$ cat config.mk
export PLATFORM = sky130hd
export DESIGN_NAME = mem_port_arbiter
export DESIGN_NICKNAME = d
export VERILOG_FILES = /design/src/rtl/mem_port_arbiter_pkg.sv /design/src/rtl/mem_port_arbiter_arb_grant_select.sv /design/src/rtl/mem_port_arbiter.sv
export SDC_FILE = /design/constraint.sdc
export NUM_CORES = 1
export LEC_CHECK = 0
export CAP_MARGIN = 20
export CORE_UTILIZATION = 45
export DETAILED_ROUTE_END_ITERATION = 8
export PLACE_DENSITY_LB_ADDON = 0.25
export SLEW_MARGIN = 5
export SYNTH_ARGS = -nofsm -noshare
export SYNTH_HDL_FRONTEND = slang
export SYNTH_HIERARCHICAL = 1
export SYNTH_SLANG_ARGS = --single-unit
$ cat constraint.sdc
create_clock -name clk -period 3.9 [get_ports clk]
set_clock_uncertainty 0.05 [all_clocks]
set_input_delay 0.39 -clock clk [delete_from_list [all_inputs] [get_ports clk]]
set_output_delay 0.39 -clock clk [all_outputs]
set_load 0.02 [all_outputs]
$ cat src/rtl/mem_port_arbiter_pkg.sv
// Shared types and constants for the two-port peripheral arbiter: memory protocol
// widths and codes, FSM state encoding, wait-counter width and port indices.
package mem_port_arbiter_pkg;

  localparam int ADDR_W      = 32;
  localparam int WORD_W      = 32;
  localparam int MEM_COUNT_W = 2;
  localparam int MEM_CODE_W  = 2;
  localparam int ARB_CNT_W   = 4;

  localparam logic [MEM_COUNT_W-1:0] MEM_COUNT_NONE = 2'd0;
  localparam logic [MEM_COUNT_W-1:0] MEM_COUNT_BYTE = 2'd1;
  localparam logic [MEM_COUNT_W-1:0] MEM_COUNT_HALF = 2'd2;
  localparam logic [MEM_COUNT_W-1:0] MEM_COUNT_WORD = 2'd3;

  localparam logic [MEM_CODE_W-1:0] MEM_CODE_INVALID    = 2'd0;
  localparam logic [MEM_CODE_W-1:0] MEM_CODE_READ       = 2'd1;
  localparam logic [MEM_CODE_W-1:0] MEM_CODE_WRITE      = 2'd2;
  localparam logic [MEM_CODE_W-1:0] MEM_CODE_MISALIGNED = 2'd3;

  localparam logic ARB_PORT0 = 1'b0;
  localparam logic ARB_PORT1 = 1'b1;

  typedef enum logic [1:0] {
    ARB_IDLE  = 2'd0,
    ARB_ISSUE = 2'd1,
    ARB_WAIT  = 2'd2,
    ARB_RESP  = 2'd3
  } arb_state_e;

  typedef struct packed {
    logic [ADDR_W-1:0]      addr;
    logic [MEM_COUNT_W-1:0] count;
    logic                   wr_en;
    logic [WORD_W-1:0]      wr_data;
  } mem_req_t;

  function automatic logic req_valid(input logic [MEM_COUNT_W-1:0] count);
    return count != MEM_COUNT_NONE;
  endfunction

endpackage

$ cat src/rtl/mem_port_arbiter_arb_grant_select.sv
// Combinational grant picker for two requesters. With ARB_ROUND_ROBIN_EN defined a
// contested grant goes to the port not granted last; otherwise port 0 always wins.
module arb_grant_select
  import mem_port_arbiter_pkg::*;
(
  input  logic [1:0] req,
  input  logic       last_grant,
  output logic       grant
);

  always_comb begin
    grant = ARB_PORT0;
    case (req)
      2'b10: grant = ARB_PORT1;
`ifdef ARB_ROUND_ROBIN_EN
      2'b11: grant = ~last_grant;
`else
      2'b11: grant = ARB_PORT0;
`endif
      default: grant = ARB_PORT0;
    endcase
  end

`ifndef ARB_ROUND_ROBIN_EN
  logic unused_last_grant;
  assign unused_last_grant = last_grant;
`endif

endmodule

$ cat src/rtl/mem_port_arbiter.sv
// Shares one peripheral port between two requesters; issues one single-cycle request and
// captures the response after PER_LATENCY cycles. ARB_ROUND_ROBIN_EN selects round-robin.
//   state | meaning
//   IDLE  | sample requests, grant one and latch it onto the peripheral port
//   ISSUE | peripheral sees the request for exactly one cycle
//   WAIT  | count down the peripheral latency, then capture data and code
//   RESP  | granted port shows the captured response for one cycle
module mem_port_arbiter
  import mem_port_arbiter_pkg::*;
#(
  parameter int PER_LATENCY = 1
) (
  input  logic                   clk,
  input  logic                   aresetn,
  input  logic [ADDR_W-1:0]      i_req0_addr,
  input  logic [MEM_COUNT_W-1:0] i_req0_count,
  input  logic                   i_req0_wr_en,
  input  logic [WORD_W-1:0]      i_req0_wr_data,
  output logic [WORD_W-1:0]      o_res0_rd_data,
  output logic [MEM_CODE_W-1:0]  o_res0_code,
  input  logic [ADDR_W-1:0]      i_req1_addr,
  input  logic [MEM_COUNT_W-1:0] i_req1_count,
  input  logic                   i_req1_wr_en,
  input  logic [WORD_W-1:0]      i_req1_wr_data,
  output logic [WORD_W-1:0]      o_res1_rd_data,
  output logic [MEM_CODE_W-1:0]  o_res1_code,
  output logic [ADDR_W-1:0]      o_per_addr,
  output logic [MEM_COUNT_W-1:0] o_per_count,
  output logic                   o_per_wr_en,
  output logic [WORD_W-1:0]      o_per_wr_data,
  input  logic [WORD_W-1:0]      i_per_rd_data,
  input  logic [MEM_CODE_W-1:0]  i_per_code,
  output logic                   o_busy
);

  localparam logic [ARB_CNT_W-1:0] CNT_LOAD = ARB_CNT_W'(PER_LATENCY - 1);

  mem_req_t   req0, req1;
  logic [1:0] req_v;
  logic       grant;
  logic       last_grant;

  arb_state_e             state_q, state_d;
  logic                   gnt_q, gnt_d;
  logic [ARB_CNT_W-1:0]   cnt_q, cnt_d;
  mem_req_t               per_q, per_d;
  logic [WORD_W-1:0]      res0_data_q, res0_data_d, res1_data_q, res1_data_d;
  logic [MEM_CODE_W-1:0]  res0_code_q, res0_code_d, res1_code_q, res1_code_d;
  logic                   busy_q, busy_d;

  assign req0  = '{addr: i_req0_addr, count: i_req0_count, wr_en: i_req0_wr_en, wr_data: i_req0_wr_data};
  assign req1  = '{addr: i_req1_addr, count: i_req1_count, wr_en: i_req1_wr_en, wr_data: i_req1_wr_data};
  assign req_v = {req_valid(i_req1_count), req_valid(i_req0_count)};

`ifdef ARB_ROUND_ROBIN_EN
  logic last_q, last_d;
  assign last_grant = last_q;
`else
  assign last_grant = ARB_PORT0;
`endif

  arb_grant_select u_grant_select (
    .req        (req_v),
    .last_grant (last_grant),
    .grant      (grant)
  );

  always_comb begin
    state_d     = state_q;
    gnt_d       = gnt_q;
    cnt_d       = cnt_q;
    per_d       = per_q;
    res0_data_d = res0_data_q;
    res0_code_d = res0_code_q;
    res1_data_d = res1_data_q;
    res1_code_d = res1_code_q;
`ifdef ARB_ROUND_ROBIN_EN
    last_d      = last_q;
`endif
    case (state_q)
      ARB_IDLE: begin
        if (|req_v) begin
          gnt_d   = grant;
          per_d   = (grant == ARB_PORT1) ? req1 : req0;
          state_d = ARB_ISSUE;
`ifdef ARB_ROUND_ROBIN_EN
          last_d  = grant;
`endif
        end
      end
      ARB_ISSUE: begin
        // Address and write data are left as-is; only count/wr_en mark the request.
        per_d.count = MEM_COUNT_NONE;
        per_d.wr_en = 1'b0;
        cnt_d       = CNT_LOAD;
        state_d     = ARB_WAIT;
      end
      ARB_WAIT: begin
        if (cnt_q != '0) begin
          cnt_d = cnt_q - 1'b1;
        end else begin
          if (gnt_q == ARB_PORT1) begin
            res1_data_d = i_per_rd_data;
            res1_code_d = i_per_code;
          end else begin
            res0_data_d = i_per_rd_data;
            res0_code_d = i_per_code;
          end
          state_d = ARB_RESP;
        end
      end
      ARB_RESP: begin
        res0_data_d = '0;
        res0_code_d = MEM_CODE_INVALID;
        res1_data_d = '0;
        res1_code_d = MEM_CODE_INVALID;
        state_d     = ARB_IDLE;
      end
      default: state_d = ARB_IDLE;
    endcase
    busy_d = (state_d != ARB_IDLE);
  end

  always_ff @(posedge clk or negedge aresetn) begin
    if (!aresetn) begin
      state_q     <= ARB_IDLE;
      gnt_q       <= ARB_PORT0;
      cnt_q       <= '0;
      per_q       <= '{addr: '0, count: MEM_COUNT_NONE, wr_en: 1'b0, wr_data: '0};
      res0_data_q <= '0;
      res0_code_q <= MEM_CODE_INVALID;
      res1_data_q <= '0;
      res1_code_q <= MEM_CODE_INVALID;
      busy_q      <= 1'b0;
`ifdef ARB_ROUND_ROBIN_EN
      last_q      <= ARB_PORT0;
`endif
    end else begin
      state_q     <= state_d;
      gnt_q       <= gnt_d;
      cnt_q       <= cnt_d;
      per_q       <= per_d;
      res0_data_q <= res0_data_d;
      res0_code_q <= res0_code_d;
      res1_data_q <= res1_data_d;
      res1_code_q <= res1_code_d;
      busy_q      <= busy_d;
`ifdef ARB_ROUND_ROBIN_EN
      last_q      <= last_d;
`endif
    end
  end

  assign o_per_addr     = per_q.addr;
  assign o_per_count    = per_q.count;
  assign o_per_wr_en    = per_q.wr_en;
  assign o_per_wr_data  = per_q.wr_data;
  assign o_res0_rd_data = res0_data_q;
  assign o_res0_code    = res0_code_q;
  assign o_res1_rd_data = res1_data_q;
  assign o_res1_code    = res1_code_q;
  assign o_busy         = busy_q;

endmodule

-- Word level (Yosys, flattened, before mapping)
Index checks and enable logic that the tools add are counted.
- eq/ne operators: 9
- muxes and demuxes: 21
- reductions and logical operators: 14
- add/subtract/negate cells: 1
- operators by type and width (cell ; count):
    32-bit two-way mux ; 4
    32-bit one-hot mux with 2 select lines ; 2
    67-bit two-way mux ; 1
    35-bit two-way mux ; 1
    2-bit two-way mux ; 6
    2-bit nonzero test ; 6
    2-bit inequality test, second input constant ; 5
    2-bit one-hot mux with 2 select lines ; 2
    2-bit one-hot mux with 4 select lines ; 1
    4-bit one-hot mux with 2 select lines ; 1
    2-bit equality test, second input constant ; 3
    3-bit one-hot mux with 2 select lines ; 1
    2-bit AND reduction ; 3
    3-bit AND reduction ; 2
    4-bit two-way mux ; 1
    4-bit nonzero test ; 1
    4-bit by 1-bit subtractor with 4-bit output, second input constant ; 1
    2-bit by 1-bit equality test with 1-bit output, second input constant ; 1
    2-bit logical NOT ; 1
    2-bit OR reduction ; 1
    1-bit two-way mux ; 1
- output and inout bits: 136
- input bits: 170
- register bits: 143

-- Logic depth before layout (Yosys ltp)
- word-level depth: 6
- depth in mapped cells: 8
- mapped depth without buffers: 5

-- Modules after synthesis
Netlist, hierarchy kept.
- by module, submodules not included (module ; cells an instance ; area an instance (sq um) ; seq. area each (sq um) ; times used):
    mem_port_arbiter ; 654 ; 6526.3 ; 3578.4 ; 1
    arb_grant_select ; 1 ; 13.8 ; 0.0 ; 1

-- Worst setup path after synthesis
Ideal clock, no wire load.
- kind: input to register
- from: in i_req0_count[0]
- to: reg per_q, in the netlist o_per_addr[23]
- path slack: 2.016 ns
- arrival time: 1.701 ns
- cell stages on the path: 7
- path buffers: 3
- setup time: 0.133 ns
- cell sequence: or2_2 > nor2b_4 > buf_2 > buf_2 > buf_2 > mux2i_1 > o21ai_0
- word-level cells in the longest chain between the ends: 4
- ends and longest elaborated chain (element ; line ; RTL):
    start, declared ; mem_port_arbiter.sv:16 ; input logic [MEM_COUNT_W-1:0] i_req0_count,
    2-bit nonzero test ; mem_port_arbiter_pkg.sv:39 ; return count != MEM_COUNT_NONE;
    2-bit equality test ; mem_port_arbiter_arb_grant_select.sv:13 ; case (req)
    1-bit two-way mux ; mem_port_arbiter_arb_grant_select.sv:13 ;
    via grant ; mem_port_arbiter.sv:40 ; logic grant;
    67-bit two-way mux ; mem_port_arbiter.sv:84 ; per_d = (grant == ARB_PORT1) ? req1 : req0;
    end signal, assigned ; mem_port_arbiter.sv:129 ; per_q <= '{addr: '0, count: MEM_COUNT_NONE, wr_en: 1'b0, wr_data: '0};
    end signal, assigned ; mem_port_arbiter.sv:142 ; per_q <= per_d;
    end, declared ; mem_port_arbiter.sv:46 ; mem_req_t per_q, per_d;
The timed path passes the listed nets, and every way through them passes these cells.
A chain may end at the register's enable or synchronous reset.

-- Worst setup path after layout
- from: reg state_q[0]
- to: reg res0_data_q[6] (netlist: o_res0_rd_data[6])
- word-level cells in the longest chain between the ends: 3
- ends and longest elaborated chain (element ; line ; RTL):
    start, declared ; mem_port_arbiter.sv:43 ; arb_state_e state_q, state_d;
    start signal, assigned ; mem_port_arbiter.sv:139 ; state_q <= state_d;
    2-bit equality test ; mem_port_arbiter.sv:80 ; case (state_q)
    2-bit inequality test (no line) or 2-bit nonzero test (tied branches) ; - ;
    3-bit AND reduction (no line) ; - ;
    end signal, assigned ; mem_port_arbiter.sv:143 ; res0_data_q <= res0_data_d;
    end, declared ; mem_port_arbiter.sv:47 ; logic [WORD_W-1:0] res0_data_q, res0_data_d, res1_data_q, res1_data_d;
Several ways; a longest one is shown, not always the timed one.

==> impl_metrics.yaml <==
global_route:
  first_global_vias: 6119
  grt_pass1_wl_um: 31130
  globalRouteTotalUtil: 0.2731
  grt-ovfl-total: 0
  grt_start_max_net_pins: 118
  initial_antenna_violation_count: 0
timing:
  tightest_slew_ns: 1.035
  finalSetupViolCount: 0
  max_slew_margin: 0.3080
  grt_setup_unrepaired: "false"
  timing.final.ws_setup_ns: 1.306
  timing.final.hold_violations: 0
  period_share: 0.6651
  max_freq_mhz: 385.5
  timing.final.max_slew_violations: 0
  hold-worst-slack_ns: 0.3942
  fin_crit_ns: 2.594
  setup_total_negative_slack_ns: 0
synthesis:
  yosysWarnings: 6
  post_synth_inst_count: 654
  synth_area_um2: 6536
  syn_nets: 831
  syn_area_per_cell_um2: 9.994
setup_path:
  critical-path-top-delay-family: "simple AND/OR/NAND/NOR gates"
  worstPathArrival_ns: 2.87
  critical-path-slowest-cell: "and4bb_2"
  setup.worst_path.class: "reg -> reg"
  critical_path.max_fanout: 43
  crit_path_start_kind: "register"
  worstSetupEndpointType: "register"
  worstPathCellList: "inv_1, ha_1, and4bb_2, buf_12, nand3_1, a21oi_1"
  reg2regPathDepth: 6
  critical_path_cell_count: 6
  crit_buf_inv: 2
  critPathRequiredTime_ns: 4.18
  worst_path_largest_cell_delay_ns: 0.73
clock_tree:
  root_buffer: "clkbuf_16"
  cts_tree: "built"
  cts-htree-levels: 4
  post_cts_resize_count: 0
  clk_path_buf_depth: 2
  cts-buffers-inserted: 17
  cts.reportedPaths.clkPinSlew_ns: 0.06
  numClockSinks: 143
  clock_insertion_delay_worst_skew_ns: 0.42
floorplanning:
  floorplan.die_area_um2: 15010
  dieWidth_um: 122.5
  floorplan.rows: 43
  top_level_ports: 306
  core_region_area_um2: 14040
  floorplan.initialDensity: 0.4655
  height_of_the_die_um: 122.5
power_and_ir_drop:
  max-vdd-ir-drop_uv: 413.3
  power.leakage_nw: 4.208
  pd_cells_nw_per_um2: 792.0
final_layout:
  layout.cells.non_filler: 1121
  finalNetCount: 1105
  ff_latch_area_um2: 3580
  fillers: 983
  number_of_inserted_diodes: 0
  syn2layout_area_growth_pct: 57.25
  multi_input_area_um2: 2679
  post_route_cell_area_um2: 10280
  post_route_cells_drive_above_1_share: 0.05526
flow_run:
  cap_viol_max_count: 0
placed_design:
  port_buffers: 305
  placed_area_um2: 9651
  post-dp-hpwl_um: 14100
  dp_worst_setup_slack_ns: 1.181
  dp.cells: 1087
  gpl.final_weighted_congestion: 0.7967
route:
  postRouteAntennaNets: 0
  drt-wirelength-per-cell_um: 18.06
  detailedRoute.firstPassIterationCount: 4
  route.vias.total: 6195
  vias_per_cell: 5.526
  drt_iter0_drc: 434
  remaining_drc_errors: 0
  route.final.wire_length_um: 20250
min_path:
  hold_class: "in -> async"
run_status:
  status: "finished clean"
## flip-flops by register name (all words and copies together) (netlist names)
signal	count
o_res1_code	2
o_res0_code	2
o_busy	1
state_q	2
o_res0_rd_data	32
o_per_wr_en	1
o_per_addr	32
gnt_q	1
cnt_q	4
o_per_count	2
o_res1_rd_data	32
o_per_wr_data	32
## metal layers
layer / routed length (um) / track usage / vias to the layer above
met5: 0 / 0 / -
met4: 408 / 0.1014 / 0
met3: 1579 / 0.07667 / 37
met2: 10420 / 0.4691 / 287
met1: 7844 / 0.3243 / 3009
li1: - / - / 2862
## worst paths after layout
kind	start	slack, ns	endpoint
setup / recovery	state_q[0]	1.31	o_res0_rd_data[6]
hold / removal	aresetn	0.39	o_res0_rd_data[20]
setup reg to reg	state_q[0]	1.31	o_res0_rd_data[6]
hold reg to reg	o_per_wr_data[5]	0.43	o_per_wr_data[5]
max in group asynchronous	aresetn	2.30	o_res0_rd_data[31]
min in group clk	o_per_wr_data[5]	0.43	o_per_wr_data[5]
## cells in the final DEF (no fill, tap or decap), types with 2 or more instances in the layout
cell	n
clkbuf_8	6
buf_4	4
mux2i_1	69
ha_1	7
or3_1	2
a22o_1	2
nand3_1	69
clkbuf_16	17
clkinv_4	3
nand2_1	66
o21ai_1	3
nor2_1	3
a21oi_1	69
clkdlybuf4s50_1	304
o21ai_0	135
o2bb2ai_1	2
or2_2	2
inv_1	5
a21boi_4	2
dfrtp_1	142
buf_12	3
clkinv_2	3
## per-stage QoR
| stage | utilization | power (mW) |
|---|---|---|
| after floorplan | - | 4.668 |
| after global placement | 0.6872 | 6.407 |
| after detailed placement | 0.6872 | 6.547 |
| after CTS | 0.7293 | 8.172 |
| after global routing | 0.7320 | 8.627 |
| final | 0.7320 | 8.141 |
## power breakdown
part / switching (mW) / internal [mW]
registers: 0.386 / 2.13
clock network: 0.611 / 0.979
logic: 2.31 / 1.73
total: 3.30 / 4.84
## repair_timing
item	CTS	global route
endpoints found under the hold margin	0	41
hold buffers	0	1
buffers inserted	0	0
## cell type report
cell class,instances,area share
Clock buffer,24,0.04979
Clock inverter,8,0.007669
Multi-Input combinational cell,446,0.2606
Inverter,6,0.002191
Sequential cell,143,0.3483
Tap cell,180,0.02191
Timing Repair Buffer,314,0.3096
## worst register-to-register path, stage by stage (launching register included)
cell      delay [ns]
dfrtp_1         0.43
inv_1           0.14
ha_1            0.52
and4bb_2        0.73
buf_12          0.30
nand3_1         0.13
a21oi_1         0.21
Note: power is estimated with default switching activity, not from simulation.
